===== config.mk =====
export PLATFORM = sky130hd
export DESIGN_NAME = pipe_addsub
export DESIGN_NICKNAME = d
export VERILOG_FILES = /design/src/rtl/pipe_addsub.sv
export SDC_FILE = /design/constraint.sdc
export NUM_CORES = 1
export LEC_CHECK = 0
export CAP_MARGIN = 20
export CORE_MARGIN = 3
export CORE_UTILIZATION = 69
export CTS_CLUSTER_SIZE = 24
export DETAILED_ROUTE_END_ITERATION = 7
export DONT_BUFFER_PORTS = 1
export PLACE_DENSITY_LB_ADDON = 0.12
export SLEW_MARGIN = 20
export SYNTH_ARGS = -nofsm -noshare
export SYNTH_HDL_FRONTEND = slang
export SYNTH_SLANG_ARGS = --single-unit

===== constraint.sdc =====
create_clock -name clk -period 4.59 [get_ports clk]
set_input_delay 0.2295 -clock clk [delete_from_list [all_inputs] [get_ports clk]]
set_output_delay 0.2295 -clock clk [all_outputs]
set_load 0.005 [all_outputs]

===== src/rtl/pipe_addsub.sv =====
// pipe_addsub: pipelined two's-complement adder/subtractor with valid/ready
// handshake, carry-out, signed-overflow flag and a consumed-result counter.
//
// The carry chain is cut into STAGES chunks of CW = ceil(WIDTH/STAGES) bits.
// Stage k adds chunk k using the carry registered by stage k-1. Upper operand
// chunks ride along until their stage, and finished lower result chunks ride
// along to the output, so a whole result appears on z in one cycle.
//
// Ports
//   clk        clock, all state updates on the rising edge
//   reset      synchronous active-high reset
//   in_valid   operands a/b and mode sub are valid
//   in_ready   block accepts operands this cycle
//   a, b       operands (WIDTH bits)
//   sub        0 = a+b, 1 = a-b
//   out_valid  z/cout/ovf hold a valid result
//   out_ready  consumer takes the result this cycle
//   z          result (WIDTH bits)
//   cout       carry out of bit WIDTH-1 (for sub, 1 = no borrow)
//   ovf        signed overflow
//   count      results consumed since reset, wraps at 2^32
//
// The whole pipeline advances on a single enable (en = !out_valid || out_ready),
// which makes in_ready independent of in_valid and of the operands.

module pipe_addsub #(
   parameter int WIDTH  = 32,
   parameter int STAGES = 2
) (
   input  logic             clk,
   input  logic             reset,
   input  logic             in_valid,
   output logic             in_ready,
   input  logic [WIDTH-1:0] a,
   input  logic [WIDTH-1:0] b,
   input  logic             sub,
   output logic             out_valid,
   input  logic             out_ready,
   output logic [WIDTH-1:0] z,
   output logic             cout,
   output logic             ovf,
   output logic [31:0]      count
);

   // Operands are zero-padded to PW = STAGES*CW bits. Padding bits of both
   // operands are zero, so the carry out of bit WIDTH-1 lands in sum bit WIDTH
   // (or in the final chunk carry when PW == WIDTH).
   localparam int CW = (WIDTH + STAGES - 1) / STAGES;
   localparam int PW = CW * STAGES;

   if (WIDTH < 2 || WIDTH > 64) begin : g_bad_width
      $error("pipe_addsub: WIDTH must be in 2..64");
   end
   if (STAGES < 1 || STAGES > 8 || STAGES > WIDTH) begin : g_bad_stages
      $error("pipe_addsub: STAGES must be in 1..8 and not exceed WIDTH");
   end

   logic             en;
   logic [WIDTH-1:0] b_eff;
   logic [PW-1:0]    a_pad;
   logic [PW-1:0]    b_pad;
   logic [CW:0]      chunk;
   logic [PW:0]      out_ext;

   // stage registers
   logic             v_q [STAGES];
   logic [PW-1:0]    a_q [STAGES];
   logic [PW-1:0]    b_q [STAGES];
   logic [PW-1:0]    s_q [STAGES];
   logic             c_q [STAGES];
   logic [1:0]       m_q [STAGES];  // {a msb, b' msb} for the overflow flag

   // stage inputs
   logic             v_d [STAGES];
   logic [PW-1:0]    a_d [STAGES];
   logic [PW-1:0]    b_d [STAGES];
   logic [PW-1:0]    s_d [STAGES];
   logic             c_d [STAGES];
   logic [1:0]       m_d [STAGES];

   // stage outputs (partial sum with this stage's chunk filled in, carry out)
   logic [PW-1:0]    s_n [STAGES];
   logic             c_n [STAGES];

   assign en       = !out_valid || out_ready;
   assign in_ready = en;

   assign b_eff = sub ? ~b : b;
   assign a_pad = PW'(a);
   assign b_pad = PW'(b_eff);

   always_comb begin
      v_d[0] = in_valid;
      a_d[0] = a_pad;
      b_d[0] = b_pad;
      s_d[0] = '0;
      c_d[0] = sub;
      m_d[0] = {a[WIDTH-1], b_eff[WIDTH-1]};
      for (int k = 1; k < STAGES; k++) begin
         v_d[k] = v_q[k-1];
         a_d[k] = a_q[k-1];
         b_d[k] = b_q[k-1];
         s_d[k] = s_q[k-1];
         c_d[k] = c_q[k-1];
         m_d[k] = m_q[k-1];
      end
   end

   always_comb begin
      chunk = '0;
      for (int k = 0; k < STAGES; k++) begin
         chunk = {1'b0, a_d[k][k*CW +: CW]}
               + {1'b0, b_d[k][k*CW +: CW]}
               + (CW+1)'(c_d[k]);
         s_n[k]               = s_d[k];
         s_n[k][k*CW +: CW]   = chunk[CW-1:0];
         c_n[k]               = chunk[CW];
      end
   end

   // Bubbles shift exactly like data; on a stall every stage holds.
   always_ff @(posedge clk) begin
      if (reset) begin
         for (int k = 0; k < STAGES; k++) begin
            v_q[k] <= 1'b0;
            a_q[k] <= '0;
            b_q[k] <= '0;
            s_q[k] <= '0;
            c_q[k] <= 1'b0;
            m_q[k] <= 2'b00;
         end
      end else if (en) begin
         for (int k = 0; k < STAGES; k++) begin
            v_q[k] <= v_d[k];
            a_q[k] <= a_d[k];
            b_q[k] <= b_d[k];
            s_q[k] <= s_n[k];
            c_q[k] <= c_n[k];
            m_q[k] <= m_d[k];
         end
      end
   end

   always_ff @(posedge clk) begin
      if (reset) begin
         count <= '0;
      end else if (out_valid && out_ready) begin
         count <= count + 32'd1;
      end
   end

   assign out_valid = v_q[STAGES-1];
   assign z         = s_q[STAGES-1][WIDTH-1:0];
   assign out_ext   = {c_q[STAGES-1], s_q[STAGES-1]};
   assign cout      = out_ext[WIDTH];
   assign ovf       = (m_q[STAGES-1][1] == m_q[STAGES-1][0])
                   && (z[WIDTH-1] != m_q[STAGES-1][1]);

endmodule


==> results of run 1 <==
-- final cells by class --
type	count	share of cell area
clock buffers	22	0.0684
inverters	7	0.00362
clock inverters	10	0.00896
repair buffers	54	0.0748
well taps	105	0.0181
flip-flops and latches	118	0.444
multi-input cells	412	0.382
-- repair_timing --
action,in CTS,in global routing
endpoints found under the setup margin,0,0
endpoints found under the hold margin,66,0
hold buffers,52,0
-- flip-flops by register name, summed over array words and instances (netlist names) --
| name | cells |
|---|---|
| a_q | 15 |
| count | 32 |
| m_q | 4 |
| c_q | 2 |
| b_q | 15 |
| v_q | 2 |
| s_q | 48 |
-- routing by layer --
metal	vias to the layer above	global-route usage	routed length, microns
met5	-	0	0
met1	2102	0.337	5390
met3	58	0.106	1440
li1	2071	-	-
met2	271	0.511	7260
met4	0	0.135	531
-- worst min-delay path by stage --
stage | end | slack [ns] | cells past startpoint
after floorplan | a_q[0][16] | 0.43 | 1
after global placement | count[17] | 0.30 | 1
final | s_q[0][15] | 0.13 | 3
after detailed placement | count[17] | 0.30 | 1
after CTS | s_q[0][15] | 0.10 | 3
after global routing | c_q[0][0] | 0.13 | 3
-- through the flow --
step	instance area [sq um]	util	std cells	total power [mW]
after floorplan	6110	-	557	1.61
after global placement	6170	0.732	643	1.66
after global routing	7260	0.862	728	3.11
final	7260	0.862	728	3.00
after detailed placement	6170	0.732	643	1.68
after CTS	7250	0.861	727	2.97
-- power groups by stage --
stage	combinational [mW]	clock (mW)	sequential, mW
after floorplan	0.301	0	1.31
after global routing	0.475	1.31	1.32
after CTS	0.409	1.25	1.31
after global placement	0.339	0	1.33
final	0.439	1.25	1.31
after detailed placement	0.353	0	1.33
-- worst max-delay path, delay by kind of cell (launching register included) --
kind	cells	cell delay (ns)
compound gates	4	1.12
fa+ha+maj	2	0.92
flops	1	0.40
simple gates	2	0.18
xor+xnor	1	0.17
-- logic make-up after synthesis --
family,after synthesis,share of synthesized area
AND/OR/NAND/NOR,211,0.176
flip-flops,118,0.528
AO/OA/AOI/OAI,86,0.0879
XOR/XNOR,79,0.113
adder cells (fa/ha/maj),34,0.0733
buffers and inverters,27,0.0188
multiplexers,2,0.00328
-- synthesized netlist by cell type, types with 2 or more instances --
master and n:
and2_1 42, nor2b_1 5, inv_1 7, dfxtp_1 32, nand4_1 6, xnor2_1 33
nor3_1 6, nand3_1 13, a21o_1 11, o21bai_1 2, nor2_1 77, or3_1 8
nor3b_1 2, fa_1 3, a211oi_1 4, nor4_1 2, or2_2 2, a21oi_1 28
clkbuf_1 15, xor2_1 46, nand2b_1 3, o21ai_1 4, mux2i_1 2, edfxtp_1 86
o21ai_0 17, a31oi_1 4, o21a_1 6, and3_1 8, nand4_2 2, ha_1 31
o22ai_1 2, nand2_1 29, buf_2 2
==> flow_summary.toml, run 1 <==
[power]
netSwitchingFraction = 0.259
pwr-share-clk = 0.417
power_switching_mw = 0.778
intPower_mw = 2.22
power.leakage_nw = 3.00
power_frac_comb = 0.146
p_seq_frac = 0.437
p_per_area_nw_per_um2 = 413
ir_drop_uv = 272

[synthesis]
synth_ff_type = "edfxtp_1"
post_synth_instance_area_sq_um = 6110
ys_seq_area_frac = 0.528
synth_top_area_frac = 0.423
synthDistinctLibCells = 50
synthTopCellsByArea = "edfxtp_1 42%, dfxtp_1 10%, xor2_1 6.6%, ha_1 6.3%, nor2_1 4.7%"
synth_cells = 557
syn_area_per_cell_sq_um = 11.0
synth_nets = 660
ys_warn_count = 0
synth-edff-count = 86
synth_largest_area_cell = "edfxtp_1"
postSynth.asyncResetShare = 0
ys_ff_latch = 118

[timing]
setup-violations-final = 0
worst_hold_slack_ns = 0.132
timing.fmax_mhz = 326
hold_viol = 0
period_needed_ns = 3.07
fin_crit_sh = 0.669
slew_violations = 0
relSlewSlack = 0.326
worst_slew_pin_slew_ns = 1.01
clock_skew_ns = 0.00861
setup_tns_ns = 0
rsz0062_at_grt = "no"
finalWorstSetupSlack_ns = 1.52

[flow_run]
maxCapViolCount = 0

[critical_path]
regToRegStartpoint = "a_q[0][16]"
cpPeakStageDelay_ns = 0.48
end_kind = "flop"
cpMaxStageDelayCell = "fa_1"
cp.arrival_ns = 3.31
start_kind = "flop"
worstSetupStartpoint = "a_q[0][16]"
worstReg2RegEnd = "s_q[0][62]"
reg2reg_depth = 9
required_ns = 4.83
crit_path_cell_trace = "fa_1 -> fa_1 -> a211oi_1 -> nor2_1 -> o22ai_1 -> o21ai_0 -> a31oi_1 -> xor2_1 -> nor2_1"
worstSetupPathType = "reg2reg"
regToRegSetupSlack_ns = 1.52
crit_fanout = 3
endpoint = "s_q[0][62]"

[floorplanning]
start_util = 0.725
io-pin-count = 137
die_w_microns = 100
rows = 33
die_h_microns = 100
die_area_sq_um = 10000
coreArea_sq_um = 8420

[clock_tree]
cts_buffers = 17
cts_max_path_buffers = 2
clock_latency_ns = 0.53
cts_tree = "built"
cts_setup_buffers = 0
clock-root-buffer = "clkbuf_8"
htree_num_levels = 4
cts.sinks = 118
cts-resized-gates = 0
clkTransAtPathRegs_ns = 0.06

[final_layout]
fill_cells = 410
multi_input_area_sq_um = 2780
diodes = 0
nets = 713
seq_area_sq_um = 3220
drive_gt1_frac = 0.0706
final_common_cell = "edfxtp_1"
mostFrequentLayoutCells = "86 x edfxtp_1, 77 x nor2_1, 51 x dlygate4sd3_1"
areaGrowthSynthToFinish_pct = 18.9

[placement]
place_ws_ns = 1.77
io_buffers = 0
routabilityCongestion = 0.900
dp_hpwl_microns = 8150

[grt]
antenna_found_initial = 0
grt_pass1_vias = 4658
grt_usage = 0.299
grt_max_degree = 87
grt_pass1_wl_microns = 23000
grt_overflow = 0

[status]
status = "complete, no violations"

[routing]
drc = 0
drt_first_pass_iters = 6
ant_nets = 0
vias = 4502
wl_microns = 14600
wl_per_cell_microns = 20.1
via_per_inst = 6.18
drt_first_iter_violations = 311

[min_path]
worstHoldPathType = "in2reg"
min_from = "a[15]"
(Power assumes the default switching activity.)
==> run 2: changes to the inputs <==
--- a/config.mk
+++ b/config.mk
@@ -7,7 +7,7 @@
 export LEC_CHECK = 0
 export CAP_MARGIN = 20
 export CORE_MARGIN = 3
-export CORE_UTILIZATION = 69
+export CORE_UTILIZATION = 64
 export CTS_CLUSTER_SIZE = 24
 export DETAILED_ROUTE_END_ITERATION = 7
 export DONT_BUFFER_PORTS = 1
==> constraint.sdc (replaced) <==
create_clock -name clk -period 2.9 [get_ports clk]
set_input_delay 0.145 -clock clk [delete_from_list [all_inputs] [get_ports clk]]
set_output_delay 0.145 -clock clk [all_outputs]
set_load 0.005 [all_outputs]
==> run 2 against run 1 <==
Effect of this change: power up 60%; highest routed layer unchanged; non-clock buffer count grew 1; global-route usage is 4.6 points lower; clock-buffer cell count down 3; largest cell class unchanged; sequential power rose by 58%; fmax is 14% higher; worst setup slack worse by 1.3 ns; routed wire length shrank 7.2%; largest power group unchanged; cell count up 3.4%; die area up 7.3%; sequential share of layout area is 0.39 points lower; via count down 3.7%.
==> flow_summary.toml, run 2 (synthesized netlist as in run 1, its figures left out) <==
[floorplanning]
coreArea_sq_um = 9240
io-pin-count = 137
die_w_microns = 104
rows = 35
die_area_sq_um = 10800
die_h_microns = 104
start_util = 0.661

[clock_tree]
cts_max_path_buffers = 2
cts_buffers = 17
cts.sinks = 118
clock-root-buffer = "clkbuf_8"
clkTransAtPathRegs_ns = 0.06
htree_num_levels = 4
cts_tree = "built"
clock_latency_ns = 0.50

[routing]
drt_first_pass_iters = 5
via_per_inst = 5.76
wl_per_cell_microns = 18.0
ant_nets = 0
drc = 0
drt_first_iter_violations = 285
wl_microns = 13600
vias = 4335

[timing]
setup-violations-final = 0
clock_skew_ns = 0.00999
hold_viol = 0
slew_violations = 0
rsz0062_at_grt = "no"
timing.fmax_mhz = 371
period_needed_ns = 2.70
worst_slew_pin_slew_ns = 0.947
fin_crit_sh = 0.930
worst_hold_slack_ns = 0.0649
setup_tns_ns = 0
finalWorstSetupSlack_ns = 0.202
relSlewSlack = 0.369

[placement]
dp_hpwl_microns = 7890
routabilityCongestion = 0.839
placed_area_sq_um = 6220
place_ws_ns = 0.139
io_buffers = 0

[critical_path]
required_ns = 3.11
crit_cells = 9
endpoint = "s_q[0][56]"
regToRegSetupSlack_ns = 0.20
cpPeakStageDelay_ns = 0.47
worstReg2RegEnd = "s_q[0][56]"
start_kind = "flop"
reg2reg_depth = 9
end_kind = "flop"
cpMaxStageDelayCell = "fa_1"
regToRegStartpoint = "a_q[0][16]"
crit_path_cell_trace = "fa_1 -> fa_1 -> a211oi_2 -> nor2_1 -> o22a_1 -> a21o_1 -> a21oi_1 -> xor2_1 -> nor2_1"
worstSetupPathType = "reg2reg"
worstSetupStartpoint = "a_q[0][16]"
crit_fanout = 3
cp_top_family = "adder cells"
cp.arrival_ns = 2.91
cp_num_buf_inv = 0

[power]
p_seq_frac = 0.430
ir_drop_uv = 456
pwr-share-clk = 0.428
power_frac_comb = 0.142
power_switching_mw = 1.19
p_per_area_nw_per_um2 = 655
power.leakage_nw = 2.99
intPower_mw = 3.62
netSwitchingFraction = 0.247

[flow_run]
maxCapViolCount = 0

[final_layout]
diodes = 0
areaGrowthSynthToFinish_pct = 20.0
nets = 714
mostFrequentLayoutCells = "86 x edfxtp_1, 77 x nor2_1, 51 x dlygate4sd3_1"
largest_reg_flops = 48
fill_cells = 567
drive_gt1_frac = 0.0737
final_common_cell = "edfxtp_1"
reg.largest.list = "s_q (48), count (32)"
fin_area_sq_um = 7330
regMostFlops = "s_q"

[grt]
antenna_found_initial = 0
grt_pass1_vias = 4448
grt_pass1_wl_microns = 21800
grt_overflow = 0
grt_max_degree = 47
grt_usage = 0.254

[status]
status = "complete, no violations"

[min_path]
worstHoldPathType = "in2reg"
## run 2: cell types whose count changed in the layout (fill, tap and decap cells not counted), moves of 3 or more
| cell | before | now |
|---|---|---|
| bufinv_16 | 0 | 3 |
| clkinvlp_4 | 0 | 4 |
| inv_4 | 3 | 0 |
| clkbuf_16 | 19 | 16 |
## run 2: worst reg2reg max path, delay by kind of cell, from the launching register on
kind | cells | cell delay [ns]
DFF | 1 | 0.40
and+or+nand+nor | 2 | 0.15
xor gates and xnor gates | 1 | 0.16
AOI/OAI and AO/OA | 4 | 0.80
adders and majority gates | 2 | 0.93
## run 2: worst min-delay path by stage
| stage | from | end | slack, ns | cells after the start |
|---|---|---|---|---|
| 6_report | a[15] | s_q[0][15] | 0.06 | 3 |
| 2_1_floorplan | a[16] | a_q[0][16] | 0.34 | 1 |
| 3_3_place_gp | reset | count[17] | 0.22 | 1 |
| 5_1_grt | a[1] | s_q[0][1] | 0.06 | 3 |
| 3_5_place_dp | reset | count[19] | 0.22 | 1 |
| 4_1_cts | a[15] | s_q[0][15] | 0.04 | 3 |
## run 2: power groups by stage
stage | clock network [mW] | registers, mW | logic, mW
final | 2.05 | 2.07 | 0.680
after global routing | 2.16 | 2.08 | 0.751
after CTS | 2.06 | 2.07 | 0.647
after detailed placement | 0 | 2.10 | 0.561
after global placement | 0 | 2.10 | 0.541
after floorplan | 0 | 2.07 | 0.476
## run 2: final cells by class
| type | count | area, sq um | area share |
|---|---|---|---|
| multi-input cells | 412 | 2790 | 0.381 |
| flip-flops and latches | 118 | 3220 | 0.440 |
| clock inverters | 13 | 156 | 0.0213 |
| inverters | 7 | 26.3 | 0.00359 |
| well taps | 129 | 161 | 0.0220 |
| repair buffers | 55 | 551 | 0.0751 |
| clock buffers | 19 | 422 | 0.0575 |
## run 2: metrics by stage
| step | cells | power (mW) | utilization |
|---|---|---|---|
| after floorplan | 557 | 2.55 | - |
| after global placement | 668 | 2.64 | 0.673 |
| after detailed placement | 668 | 2.66 | 0.673 |
| after CTS | 752 | 4.77 | 0.792 |
| after global routing | 753 | 4.99 | 0.793 |
| final | 753 | 4.80 | 0.793 |
## run 2: repair_timing
action | 4_1_cts | 5_1_grt
hold buffers | 52 | 0
gates resized for setup | 0 | 3
setup buffers | 0 | 1
hold endpoints to repair | 66 | 0
endpoints found under the setup margin | 0 | 2
## run 2: routing by layer
layer / vias to the layer above / part of all wire / GRT usage / wire length, microns
met3: 22 / 0.074 / 0.0885 / 1010
met1: 2063 / 0.40 / 0.304 / 5410
met4: 0 / 0.018 / 0.0769 / 244
li1: 2068 / - / - / -
met2: 182 / 0.51 / 0.432 / 6920
met5: - / 0 / 0 / 0
